`src/rtl/timer8254_pkg.sv`:
```
// Shared constants for the 8254 timer channel logic: control-word RW field
// encodings and the fixed count width.
package timer8254_pkg;

   localparam int COUNT_W = 16;

   localparam logic [1:0] RW_LATCH   = 2'b00;
   localparam logic [1:0] RW_LSB     = 2'b01;
   localparam logic [1:0] RW_MSB     = 2'b10;
   localparam logic [1:0] RW_LSB_MSB = 2'b11;

endpackage

```
`src/rtl/count_output_latch.sv`:
```
// Output latch (OL) for one 8254 channel: freezes the live CE value on a
// counter-latch command and serves it byte-wise to bus reads in the order
// selected by the programmed RW field. Used only when COUNT_LATCH_EN is set.
module count_output_latch
   import timer8254_pkg::*;
#(
   parameter int WIDTH = 16
) (
   input  logic             clk,
   input  logic             reset,
   input  logic             prog_clr,
   input  logic [1:0]       rw_q,
   input  logic [WIDTH-1:0] ce_count,
   input  logic             latch_cmd,
   input  logic             rd_stb,
   output logic [7:0]       rd_data
);

   logic [WIDTH-1:0] ol_q, ol_d;
   logic             latched_q, latched_d;
   logic             rd_msb_q, rd_msb_d;

   logic [WIDTH-1:0] rd_src;
   logic             rd_sel_msb;
   logic             rd_final;

   // Read source/byte select and next-state for OL, latched flag, read pointer.
   always_comb begin
      rd_src     = latched_q ? ol_q : ce_count;
      rd_sel_msb = (rw_q == RW_MSB) || ((rw_q == RW_LSB_MSB) && rd_msb_q);
      rd_data    = rd_sel_msb ? rd_src[WIDTH-1:8] : rd_src[7:0];
      rd_final   = (rw_q != RW_LSB_MSB) || rd_msb_q;

      ol_d      = ol_q;
      latched_d = latched_q;
      rd_msb_d  = rd_msb_q;

      if (prog_clr) begin
         latched_d = 1'b0;
         rd_msb_d  = 1'b0;
      end else begin
         // The read sees the pre-latch source; a same-cycle latch lands after it.
         if (rd_stb) begin
            if (rw_q == RW_LSB_MSB) rd_msb_d = ~rd_msb_q;
            if (rd_final) latched_d = 1'b0;
         end
         // First latch wins: further commands are ignored until the read completes.
         if (latch_cmd && !latched_q) begin
            ol_d      = ce_count;
            latched_d = 1'b1;
         end
      end
   end

   // State registers with asynchronous reset.
   always_ff @(posedge clk or posedge reset) begin
      if (reset) begin
         ol_q      <= '0;
         latched_q <= 1'b0;
         rd_msb_q  <= 1'b0;
      end else begin
         ol_q      <= ol_d;
         latched_q <= latched_d;
         rd_msb_q  <= rd_msb_d;
      end
   end

endmodule

```
`src/rtl/count_register_rw.sv`:
```
// Programmable 16-bit count register (CR) for one 8254 channel. Captures the
// initial count from the data bus in LSB, MSB or LSB-then-MSB form, strobes
// the counting element when a full count is written, and tracks null count.
// Define COUNT_LATCH_EN to add the counter-latch / read-back path.
module count_register_rw
   import timer8254_pkg::*;
#(
   parameter int               WIDTH       = 16,
   parameter logic [WIDTH-1:0] RESET_COUNT = '0
) (
   input  logic             clk,
   input  logic             reset,
   input  logic [7:0]       databus,
   input  logic             wr_stb,
   input  logic             mode_prog,
   input  logic [1:0]       rw_mode,
   input  logic             ce_loaded,
   output logic [WIDTH-1:0] initial_count,
   output logic             load_stb,
   output logic             null_count,
   output logic             wr_msb_next
`ifdef COUNT_LATCH_EN
   ,
   input  logic [WIDTH-1:0] ce_count,
   input  logic             latch_cmd,
   input  logic             rd_stb,
   output logic [7:0]       rd_data
`endif
);

   if (WIDTH != COUNT_W) begin : g_width_check
      $error("count_register_rw: WIDTH must be 16");
   end

   logic [1:0]       rw_q, rw_d;
   logic [WIDTH-1:0] cr_q, cr_d;
   logic             wr_msb_next_q, wr_msb_next_d;
   logic             load_stb_q, load_stb_d;
   logic             null_count_q, null_count_d;

   logic             prog_valid;
   logic             wr_accept;

   // Mode programming takes priority; otherwise steer the written byte by RW.
   always_comb begin
      prog_valid = mode_prog && (rw_mode != RW_LATCH);
      // Any control word in the same cycle, even a latch command, drops the write.
      wr_accept  = wr_stb && !mode_prog;

      rw_d          = rw_q;
      cr_d          = cr_q;
      wr_msb_next_d = wr_msb_next_q;
      load_stb_d    = 1'b0;
      null_count_d  = null_count_q;

      if (prog_valid) begin
         rw_d          = rw_mode;
         cr_d          = RESET_COUNT;
         wr_msb_next_d = 1'b0;
         null_count_d  = 1'b1;
      end else begin
         if (wr_accept) begin
            null_count_d = 1'b1;
            case (rw_q)
               RW_LSB: begin
                  cr_d       = {8'h00, databus};
                  load_stb_d = 1'b1;
               end
               RW_MSB: begin
                  cr_d       = {databus, 8'h00};
                  load_stb_d = 1'b1;
               end
               RW_LSB_MSB: begin
                  if (!wr_msb_next_q) begin
                     cr_d[7:0]     = databus;
                     wr_msb_next_d = 1'b1;
                  end else begin
                     cr_d[WIDTH-1:8] = databus;
                     wr_msb_next_d   = 1'b0;
                     load_stb_d      = 1'b1;
                  end
               end
               default: ;
            endcase
         end else if (ce_loaded) begin
            null_count_d = 1'b0;
         end
      end
   end

   // State registers with asynchronous reset.
   always_ff @(posedge clk or posedge reset) begin
      if (reset) begin
         rw_q          <= RW_LSB;
         cr_q          <= RESET_COUNT;
         wr_msb_next_q <= 1'b0;
         load_stb_q    <= 1'b0;
         null_count_q  <= 1'b1;
      end else begin
         rw_q          <= rw_d;
         cr_q          <= cr_d;
         wr_msb_next_q <= wr_msb_next_d;
         load_stb_q    <= load_stb_d;
         null_count_q  <= null_count_d;
      end
   end

   assign initial_count = cr_q;
   assign load_stb      = load_stb_q;
   assign null_count    = null_count_q;
   assign wr_msb_next   = wr_msb_next_q;

`ifdef COUNT_LATCH_EN
   count_output_latch #(
      .WIDTH (WIDTH)
   ) u_output_latch (
      .clk       (clk),
      .reset     (reset),
      .prog_clr  (prog_valid),
      .rw_q      (rw_q),
      .ce_count  (ce_count),
      .latch_cmd (latch_cmd),
      .rd_stb    (rd_stb),
      .rd_data   (rd_data)
   );
`endif

endmodule
```
`config.mk`:
```
export PLATFORM = sky130hd
export DESIGN_NAME = count_register_rw
export DESIGN_NICKNAME = d
export VERILOG_FILES = /design/src/rtl/timer8254_pkg.sv /design/src/rtl/count_output_latch.sv /design/src/rtl/count_register_rw.sv
export SDC_FILE = /design/constraint.sdc
export NUM_CORES = 1
export LEC_CHECK = 0
export CAP_MARGIN = 40
export CORE_MARGIN = 4
export CORE_UTILIZATION = 40
export DETAILED_ROUTE_END_ITERATION = 10
export GPL_TIMING_DRIVEN = 0
export PLACE_DENSITY = 0.83
export SLEW_MARGIN = 20
export SYNTH_ARGS = -nofsm -noshare
export SYNTH_HDL_FRONTEND = slang
export SYNTH_HIERARCHICAL = 1
export SYNTH_SLANG_ARGS = --single-unit
```
`constraint.sdc`:
```
create_clock -name clk -period 2.4 [get_ports clk]
set_clock_uncertainty 0.1 [all_clocks]
set_input_delay 0.36 -clock clk [delete_from_list [all_inputs] [get_ports clk]]
set_output_delay 0.36 -clock clk [all_outputs]
set_load 0.05 [all_outputs]
```
# Word-level counts from Yosys, hierarchy flattened

Index checks and enable logic that the tools add are counted.

Logic and storage cells: 39
Flip-flop bits (word level): 21
Output and inout bits: 19
Bits of input ports: 15

Equal/unequal tests: 5
Muxes and demuxes: 16
Reductions and logical operators: 12

Operators by type and width:

| kind                                                             | count |
|---|---|
| 16-bit case mux with 3 select lines                              | 1 |
| 16-bit two-way mux                                               | 2 |
| 8-bit two-way mux                                                | 2 |
| 1-bit two-way mux                                                | 10 |
| 3-bit != test (second input constant)                            | 2 |
| 3-bit AND reduction                                              | 2 |
| 2-bit nonzero test                                               | 3 |
| 2-bit == test (second input constant)                            | 2 |
| 4-bit nonzero test                                               | 1 |
| 3-bit nonzero test                                               | 1 |
| 2-bit by 1-bit == test with 1-bit output (second input constant) | 1 |
| 1-bit logical AND                                                | 2 |
| 1-bit case mux with 2 select lines                               | 1 |
| 2-bit AND reduction                                              | 1 |
| 2-bit OR reduction                                               | 1 |
| 1-bit logical NOT                                                | 1 |

# Logic depth before layout (Yosys ltp)

Depth after elaboration: 5
Depth in mapped cells: 8
Gate-level depth less buffers: 6

# Worst setup path before layout

OpenSTA, ideal clock, no wires.

Path kind: register to register
From: register rw_q[0]
To: register cr_q[10], in the netlist initial_count[10]
Library setup time: 0.077 ns
Arrival time: 1.608 ns
Data required time: 2.223 ns
Path slack: 0.615 ns
Cell stages (with the launch flop): 7
Path buffers: 0
Period minus slack after synthesis: 1.785 ns
Path through: dfstp_2 > inv_1 > ha_1 > nor3_1 > a211o_2 > nand2_1 > a21oi_1

Cells in the longest elaborated chain, start to end: 4
Elaborated cells between the ends (all ways): 9
Those cells by class: eq/ne (4); mux (3); reduce/logical (2)

Ends and longest elaborated chain:

| element                                                                   | line                     | source |
|---|---|---|
| start, declared                                                           | count_register_rw.sv:35  | `logic [1:0] rw_q, rw_d;` |
| start signal, assigned                                                    | count_register_rw.sv:100 | `rw_q <= rw_d;` |
| 2-bit == test or 2-bit by 1-bit == test with 1-bit output (tied branches) | count_register_rw.sv:64  | `case (rw_q)` |
| 16-bit case mux with 3 select lines                                       | count_register_rw.sv:64  |  |
| 16-bit two-way mux                                                        | count_register_rw.sv:62  | `if (wr_accept) begin` |
| 16-bit two-way mux                                                        | count_register_rw.sv:56  | `if (prog_valid) begin` |
| end signal, assigned                                                      | count_register_rw.sv:101 | `cr_q <= cr_d;` |
| end, declared                                                             | count_register_rw.sv:36  | `logic [WIDTH-1:0] cr_q, cr_d;` |

Several ways; a longest one is shown, not always the timed one. The select of a mux whose other input is x is not followed.
A chain may end at the register's enable or synchronous reset.

# Worst setup path after layout

From: register null_count_q, in the netlist null_count
To: output port null_count

RTL lines:

| element                | line                     | source |
|---|---|---|
| start, declared        | count_register_rw.sv:39  | `logic null_count_q, null_count_d;` |
| start signal, assigned | count_register_rw.sv:104 | `null_count_q <= null_count_d;` |
| end, declared          | count_register_rw.sv:20  | `output logic null_count,` |

No word-level cell between the ends.

==> run_results.csv <==
group,metric,value,unit
outcome,status,"finished clean",
logic_synthesis,syn_area,1054,um^2
setup_path,worst-r2r-setup-slack,440,ps
power_and_ir_drop,power.leakage,0.6356,nW
routing,number_of_remaining_drc_errors,0,
power_and_ir_drop,vdd_ir_drop_max,0.3488,mV
placement,port-buffer-count,33,
power_and_ir_drop,power_density,644.1,nW/um^2
clock_tree,cts-resized-gates,0,
sta,post_layout_minimum_cycle_time,2083,ps
placement,placed_area,1421,um^2
setup_path,start_kind,"register",
logic_synthesis,postSynthAreaPerCell,9.846,um^2
logic_synthesis,netlist_instances,107,
setup_path,path_cells,"clkdlybuf4s50_1",
setup_path,cp-end-kind,"primary output",
power_and_ir_drop,sequentialPowerShare,44.4,%
clock_tree,cts_buffers,3,
clock_tree,tritoncts,"built",
final_layout,filler_cell_count,225,
power_and_ir_drop,switching_share,37.54,%
clock_tree,clockBufferDepth,2,
clock_tree,post-cts-setup-buffer-count,0,
sta,max_freq,480.0,MHz
clock_tree,number_of_sinks_on_the_clock_net,21,
final_layout,post_route_cells_drive_above_1_share,13.10,%
clock_tree,cts-hold-fix-buffers,0,
setup_path,crit-reg2reg-launch,"rw_q[0]$_DFFE_PP1P_",
floorplanning,floorplan.rows,18,
logic_synthesis,netlist-cell-type-count,27,
floorplanning,io_pins,34,
sta,setup-violations-final,0,
final_layout,finalNetCount,167,
clock_tree,ctsHtreeMaxLevel,1,
logic_synthesis,ys_warn_count,6,
setup_path,critical_path_peak_fanout,2,
power_and_ir_drop,part_of_the_total_power_dissipated_in_the_clock_network,17.6,%
sta,timing_worst_slew_pin_value,506.9,ps
power_and_ir_drop,comb_power_share,38.1,%
routing,drt-total-wl,2394,um
min_path,holdCritPathClass,"input port to async pin",
clock_tree,insertion_delay,290,ps
power_and_ir_drop,intPower,0.5884,mW
setup_path,crit-reg2reg-capture,"initial_count[12]$_DFFE_PP0P_",
setup_path,critical_path.slowest_cell,"clkdlybuf4s50_1",
setup_path,timing.reg2reg.worst_path_depth,6,
run,maxCapViolations,0,
clock_tree,cts.reportedPaths.clkPinSlew,120,ps
sta,hold_viol_final,0,
setup_path,worst_path_dominant_cell_family,"buffers and inverters",
floorplanning,die_area,3519,um^2
routing,wire_per_inst,13.68,um
setup_path,cp.required,1940,ps
grt,grt_overflow,0,
grt,track_usage,15.05,%
routing,dr.pass1.iters,4,
floorplanning,initial_utilization,42.14,%
sta,layout_worst_path_cycle_share,86.81,%
grt,grt_antenna_before_repair,0,
grt,first_global_vias,919,
floorplanning,core_area,2500,um^2
placement,gp_routability_congestion,0.7645,
routing,via_per_inst,5.034,
grt,grt_max_degree,22,
sta,rsz0062_at_grt,"false",
setup_path,crit_start,"null_count$_DFFE_PP1P_",
setup_path,timing.setup.critical_path_class,"register to primary output",
grt,grt_pass1_wl,4077,um
routing,route.antenna.remaining_nets,0,
floorplanning,die_h,59.32,um
placement,detailed_place_hpwl,1821,um
routing,total_number_of_vias,881,
setup_path,worstPathBufferInverterCount,1,
logic_synthesis,mappedNetlistNets,128,
sta,report.final.slew_viol_count,0,
setup_path,cp_data_arrival_time,1620,ps
final_layout,areaGrowthSynthToFinish,38.84,%
power_and_ir_drop,switching_power,0.3537,mW
logic_synthesis,postSynthRegisterBits,21,
floorplanning,die_x,59.32,um
clock_tree,cts-root-buf,"clkbuf_4",
sta,worst_slew_margin_rel,66.10,%
sta,total_neg_setup_slack,0,ps
logic_synthesis,synth-seq-area-share,50.12,%
final_layout,post-route-cell-area,1463,um^2
setup_path,critPathMaxStageDelay,790,ps
routing,dr.first_iter.drc_count,32,
final_layout,n_antenna_cell,0,
==> logic make-up (layout without fill, tap and decap cells) <==
family / Yosys count / after routing / synth area share (%)
adders and majority gates: 6 / 6 / 7.126
and+or+nand+nor: 42 / 42 / 19.72
buffers and inverters: 9 / 47 / 4.157
DFF: 21 / 21 / 50.12
AOI/OAI and AO/OA: 29 / 29 / 18.88
==> sequential cells by signal, summed over array words and instances, names as in the netlist <==
register / count
load_stb: 1
initial_count: 16
null_count: 1
rw_q: 2
wr_msb_next: 1
==> synth_stat cells <==
cell	count	area share, %
o21ai_0	3	1.4
nor2_1	2	0.71
nand3b_1	2	1.4
nand2_1	25	8.9
a21oi_1	11	5.2
buf_2	2	0.95
nor3b_1	1	0.71
a21o_1	1	0.71
nand2b_4	1	1.3
nand2_2	1	0.59
o311a_4	1	2.0
o21ai_2	2	1.7
ha_1	6	7.1
nand3_1	6	2.9
a21oi_2	1	0.83
dfrtp_1	19	45
inv_1	6	2.1
dfstp_2	2	5.0
o22ai_1	1	0.59
o21a_1	1	0.71
a211oi_4	1	1.9
buf_6	1	1.1
nor3_1	2	0.95
o21ai_1	6	2.9
a211o_2	1	0.95
and2_2	1	0.71
nand4bb_2	1	1.5
==> per-layer routing <==
metal	up-vias	GRT usage, %	wire, um
li1	439	-	-
met1	411	20.25	1042
met2	31	23.24	1135
met3	0	3.922	216
met4	0	5.502	0
met5	-	0	0
==> how the worst max path moves through the flow <==
stage	endpoint	slack (ps)	cells after the start
6_report	null_count	320	1
4_1_cts	null_count	300	1
3_5_place_dp	initial_count[12]$_DFFE_PP0P_	420	5
5_1_grt	initial_count[14]$_DFFE_PP0P_	230	6
2_1_floorplan	initial_count[10]$_DFFE_PP0P_	610	6
3_3_place_gp	initial_count[6]$_DFFE_PP0P_	460	6
==> layout by cell type, fill, tap and decap left out, drive strengths merged <==
cell / n
a211o: 1
a211oi: 1
a21o: 1
a21oi: 12
and2: 1
buf: 4
clkbuf: 4
clkdlybuf4s50: 33
dfrtp: 19
dfstp: 2
ha: 6
inv: 6
nand2: 26
nand2b: 1
nand3: 6
nand3b: 2
nand4bb: 1
nor2: 2
nor3: 2
nor3b: 1
o21a: 1
o21ai: 11
o22ai: 1
o311a: 1
==> layout make-up <==
| type | count | area [um^2] | area share [%] |
|---|---|---|---|
| repair buffers | 34 | 345.3 | 23.61 |
| well taps | 30 | 37.54 | 2.566 |
| inverters | 6 | 22.52 | 1.540 |
| clock buffers | 4 | 26.28 | 1.796 |
| multi-input cells | 77 | 481.7 | 32.93 |
| flip-flops and latches | 21 | 528.0 | 36.10 |
| plain buffers | 3 | 21.27 | 1.454 |
==> power by group through the flow <==
stage	logic (mW)	clock network [mW]	registers, mW
floorplan	0.117	0	0.539
global placement	0.351	0	0.423
detailed placement	0.357	0	0.425
CTS	0.358	0.172	0.419
global route	0.382	0.187	0.424
finish	0.359	0.166	0.418
==> stage by stage <==
step	hold slack (ps)	instances	setup WS [ps]	utilization, %	power (mW)
after floorplan	235.0	107	614.8	-	0.6565
after global placement	369.2	170	459.9	56.86	0.7741
after detailed placement	372.8	170	416.3	56.86	0.7815
after CTS	392.3	174	297.3	57.91	0.9483
after global routing	323.7	175	226.4	58.51	0.9929
final	302.5	175	316.6	58.51	0.9421
Power figures use the tool's default switching activity.
==> RTL edit 1: new RTL, same flow settings <==
Make the reset (`reset`) synchronous in one clocked block. Comments in the files are not updated.
--- a/src/rtl/count_register_rw.sv
+++ b/src/rtl/count_register_rw.sv
@@ -90,5 +90,5 @@
 
    // State registers with asynchronous reset.
-   always_ff @(posedge clk or posedge reset) begin
+   always_ff @(posedge clk) begin
       if (reset) begin
          rw_q          <= RW_LSB;
Formal check against the unedited RTL: differs if reset is asserted again (counterexample within 4 cycles, from zero or initial values and one cycle with reset high); with reset held inactive, the same outputs for 10 cycles.
==> RTL edit 1 against the original RTL <==
- setup slack better by 0.058 ns
- critical path depth unchanged
- design area down 9.7%
- synthesized cell count down 5.6%
- synthesized area down 12%
- wire length down 14%
- maximum frequency up 2.9%
- sequential cell count unchanged
- critical path type unchanged
- critical endpoint is now wr_msb_next
Power is not compared: it rests on default switching activity, and its combinational part moved more than twofold at a synthesized area within 25%.
==> RTL edit 1: results (changes against the original RTL) <==
status: finished, final reports clean
HPWL after DPL: 1.609 mm (-12%)
Max Used Layer: met4
sequential element share of the synthesized area: 45.22% (-4.9 points)
post-CTS sizing: 0 (unchanged)
# diodes: 0 (unchanged)
fin nets: 158 (-5.4%)
Yosys cell types: 20 (-26%)
bufs w/o clock: 35 (-5.4%)
worst min path class: flop to flop
fill count: 217 (-3.6%)
R2R Setup Slk: 0.48 ns (+0.04 ns)
final wirelength: 2.052 mm (-14%)
DR iter-0 viols: 10 (-69%)
Worst Setup SP: wr_msb_next
clk tree area frac: 1.989% (+0.19 points)
WHS: 0.3610 ns (+0.05845 ns)
count leader, synth: dfxtp_1
Syn Nets: 120 (-6.3%)
multi-input logic area: 488.0 um^2 (+1.3%)
worst-margin pin slew: 0.4987 ns (-0.008212 ns)
GR Layer Usage met3: 2.552% (-1.4 points)
top-area cell type share of the netlist area: 45.22% (+0.091 points)
GP Congestion: 0.7417 (-3.0%)
number of global-route vias before repair: 836 (-9.0%)
worst stage delay on the critical path: 0.84 ns (+0.05 ns)
comb_multi_in: 75 (-2.6%)
DR vias: 811 (-7.9%)
Synth area leaders: dfxtp_1 (45%), mux2i_1 (8.6%), a21oi_1 (5.9%)
met2 usage: 24.87% (+1.6 points)
largest net degree at the start of global routing: 12 (-45%)
Post-Synth Adder-Cell Area: 5.384% (-1.7 points)
final setup fails: 0 (unchanged)
Hold Startpoint: initial_count[10]
post-synthesis compound-gate area fraction: 11.04% (-7.8 points)
share of cells above drive strength 1: 6.522% (-6.6 points)
Synth async-reset ratio: 0% (-100 points)
CP max FO: 5 (+3)
Post-synth top cells: dfxtp_1 (21), nand2_1 (12), a21oi_1 (11), nor2_1 (10)
Data buffer area share: 25.76% (+0.69 points)
terminus of the critical flop-to-flop path: initial_count[2]
R2R cell count: 6 (unchanged)
Placement Cell Area: 1295 um^2 (-8.9%)
area share of xor/xnor cells in the synthesized design: 0.9421% (+0.94 points)
clock latency on the worst-skew pair: 0.30 ns
row count: 17 (-1)
hold endpoint: initial_count[10]
post-synthesis mux area share: 8.614% (+8.6 points)
routed wl met2: 1.034 mm (-8.9%)
Non-CTS inverters: 3 (-3)
DR WL met3: 113 um (-48%)
met1 wire length: 889 um (-15%)
aggregate global-route resource usage: 14.09% (-0.96 points)
first-pass GRT wire length: 3.594 mm (-12%)
register area: 420.4 um^2 (-20%)
met1 Use GR: 16.83% (-3.4 points)
WP data arrival: 1.57 ns (-0.05 ns)
Critical R2R Launch: rw_q[1]
critical path capture point: wr_msb_next
[RTL edit 1: cell types whose count changed after synthesis, sizes merged, moves of 3 or more]
| cell | before | now |
|---|---|---|
| nand2 | 26 | 12 |
| mux2i | 0 | 8 |
| nor2 | 2 | 10 |
| o21ai | 11 | 1 |
| inv | 6 | 3 |
| and2 | 1 | 8 |
| dfxtp | 0 | 21 |
| nand2b | 1 | 6 |
| dfrtp | 19 | 0 |
[RTL edit 1: through the flow]
stage          cells  power [mW]  util, %  setup WS, ns
3_3_place_gp     162      0.5005    58.54        0.5408
6_report         166      0.6654    59.73        0.3743
4_1_cts          166      0.6694    59.73        0.3687
2_1_floorplan    101      0.4516        -        0.7439
5_1_grt          166      0.6948    59.73        0.2970
3_5_place_dp     162      0.5029    58.54        0.5000
[RTL edit 1: report_power, final]
part           total [mW]  switching, mW  internal (mW)
logic               0.131         0.0710         0.0602
registers           0.365        0.00745          0.357
clock network       0.170          0.105         0.0648
==> RTL edit 2: new RTL, same flow settings <==
Made on the original files. The option `COUNT_LATCH_EN` is turned on by a define.
--- a/src/rtl/count_register_rw.sv
+++ b/src/rtl/count_register_rw.sv
@@ -3,4 +3,6 @@
 // the counting element when a full count is written, and tracks null count.
 // Define COUNT_LATCH_EN to add the counter-latch / read-back path.
+`define COUNT_LATCH_EN
+
 module count_register_rw
    import timer8254_pkg::*;
Interface: changed (added ce_count, latch_cmd, rd_data and rd_stb); port bits go from 34 to 60. No check against the original RTL was run, so the function may have changed too.
==> RTL edit 2 against the original RTL <==
- total power grew 120%
- clock power rose to 2.9 times the old value
- cell count rose by 71%
- wire length increased by 75%
- synthesized area is 88% higher
- design area rose by 90%
- sequential share of layout area is 0.84 points lower
- sequential cell count increased by 18
- setup slack worse by 0.22 ns
- largest cell class unchanged
==> RTL edit 2: results (changes against the original RTL) <==
status: finished, final reports clean
CTS clock-pin slew for the worst setup and hold paths: 0.07 ns (-0.05 ns)
number of global-route vias before repair: 1475 (+61%)
Max-slew headroom: 53.71% (-12 points)
met1 Use GR: 18.42% (-1.8 points)
R2R Setup Slk: 0.30 ns (-0.14 ns)
GP Congestion: 0.7147 (-6.5%)
aggregate global-route resource usage: 14.64% (-0.40 points)
post-route insts no fill: 300 (+71%)
fill count: 392 (+74%)
Crit path max-delay family: buffers and inverters
synth warn: 6 (unchanged)
first-pass GRT wire length: 6.975 mm (+71%)
VDD IR max: 0.0002642 V (-24%)
port bufs: 59 (+79%)
Synth area leaders: dfrtp_1 (47%), mux2_2 (9.1%), mux4_1 (8.0%)
Placeable Area: 4755 um^2 (+90%)
CTS H-tree depth: 2 (+1)
fin nets: 271 (+62%)
sequential element share of the synthesized area: 49.40% (-0.72 points)
Worst Setup SP: u_output_latch/latched_q
CP max-delay cell: mux4_1
leakage power: 1.222 nW (+92%)
R2R cell count: 7 (+1)
worst min path class: input pin to async pin
Post-synth top cells: dfrtp_1 (37), nand2_1 (19), mux2_2 (16), inv_1 (15)
DR WL met3: 214 um (-0.93%)
top-area cell type share of the netlist area: 46.75% (+1.6 points)
Yosys cell types: 32 (+19%)
critical path capture point: rd_data[7]
met2 usage: 23.72% (+0.47 points)
DR iter-0 viols: 93 (+190%)
share of cells above drive strength 1: 23.18% (+10 points)
WHS: 0.2814 ns (-0.02119 ns)
placed cells: 285 (+68%)
DR vias: 1437 (+63%)
Max Used Layer: met4
GR Layer Usage met3: 4.358% (+0.44 points)
worst stage delay on the critical path: 0.57 ns (-0.22 ns)
met1 wire length: 1.781 mm (+71%)
cts bufs inserted: 5 (+2)
Syn Inst Count: 159 (+49%)
initial antenna violation count: 0 (unchanged)
Syn Nets: 198 (+55%)
CP max FO: 10 (+8)
Clock Path Buffers: 2 (unchanged)
routed wl met2: 2.134 mm (+88%)
clock root buffer: clkbuf_8
terminus of the critical flop-to-flop path: initial_count[13]
Critical R2R Launch: rw_q[1]
final wirelength: 4.196 mm (+75%)
==> RTL edit 2: cell type report <==
class                      instances  area, um^2  share of cell area [%]
sequential                        39       979.7                   35.25
buffer                             4       23.77                  0.8555
multi-input combinational        101       922.1                   33.18
clock buffer                       8       100.1                   3.602
tap                               67       83.83                   3.017
timing repair buffer              66       613.1                   22.06
inverter                          15       56.30                   2.026
==> RTL edit 2: worst reg2reg max path, stage by stage, from the launching register on <==
cell	delay, ns
dfrtp_2	0.40
clkbuf_1	0.33
inv_1	0.11
ha_1	0.22
nor3_1	0.39
a211o_2	0.26
nand2_1	0.07
a21oi_1	0.14
==> RTL edit 2: power breakdown <==
| part | switching, mW | leakage (nW) | internal [mW] |
|---|---|---|---|
| Sequential | 0.0621 | 0.485 | 0.771 |
| Clock | 0.212 | 0.0515 | 0.262 |
| Combinational | 0.466 | 0.686 | 0.326 |
==> RTL edit 2: kinds of logic (layout without fill, tap and decap cells) <==
group                      Yosys count  after routing  share of synthesized area (%)
AOI/OAI and AO/OA                   17             17                          6.444
and+or+nand+nor                     44             44                          12.07
xor gates and xnor gates             2              2                         0.8846
adders and majority gates            6              6                          3.790
muxes                               32             32                          23.37
buffers and inverters               19             93                          4.043
DFF                                 39             39                          49.40
==> RTL edit 2: metrics by stage <==
step	setup TNS, ns	util [%]	instance area (um^2)	setup WS, ns
2_1_floorplan	0	-	1981	0.3327
3_3_place_gp	-3.695	55.84	2655	-0.2539
3_5_place_dp	-3.972	55.84	2655	-0.2624
4_1_cts	-0.03843	57.97	2756	-0.03843
5_1_grt	0	58.45	2779	0.005925
6_report	0	58.45	2779	0.09510
==> RTL edit 2: repair_timing <==
action / in CTS / in global routing
setup endpoints to repair: 8 / 15
setup buffers: 2 / 4
pin swaps: 0 / 1
resized for setup: 33 / 6
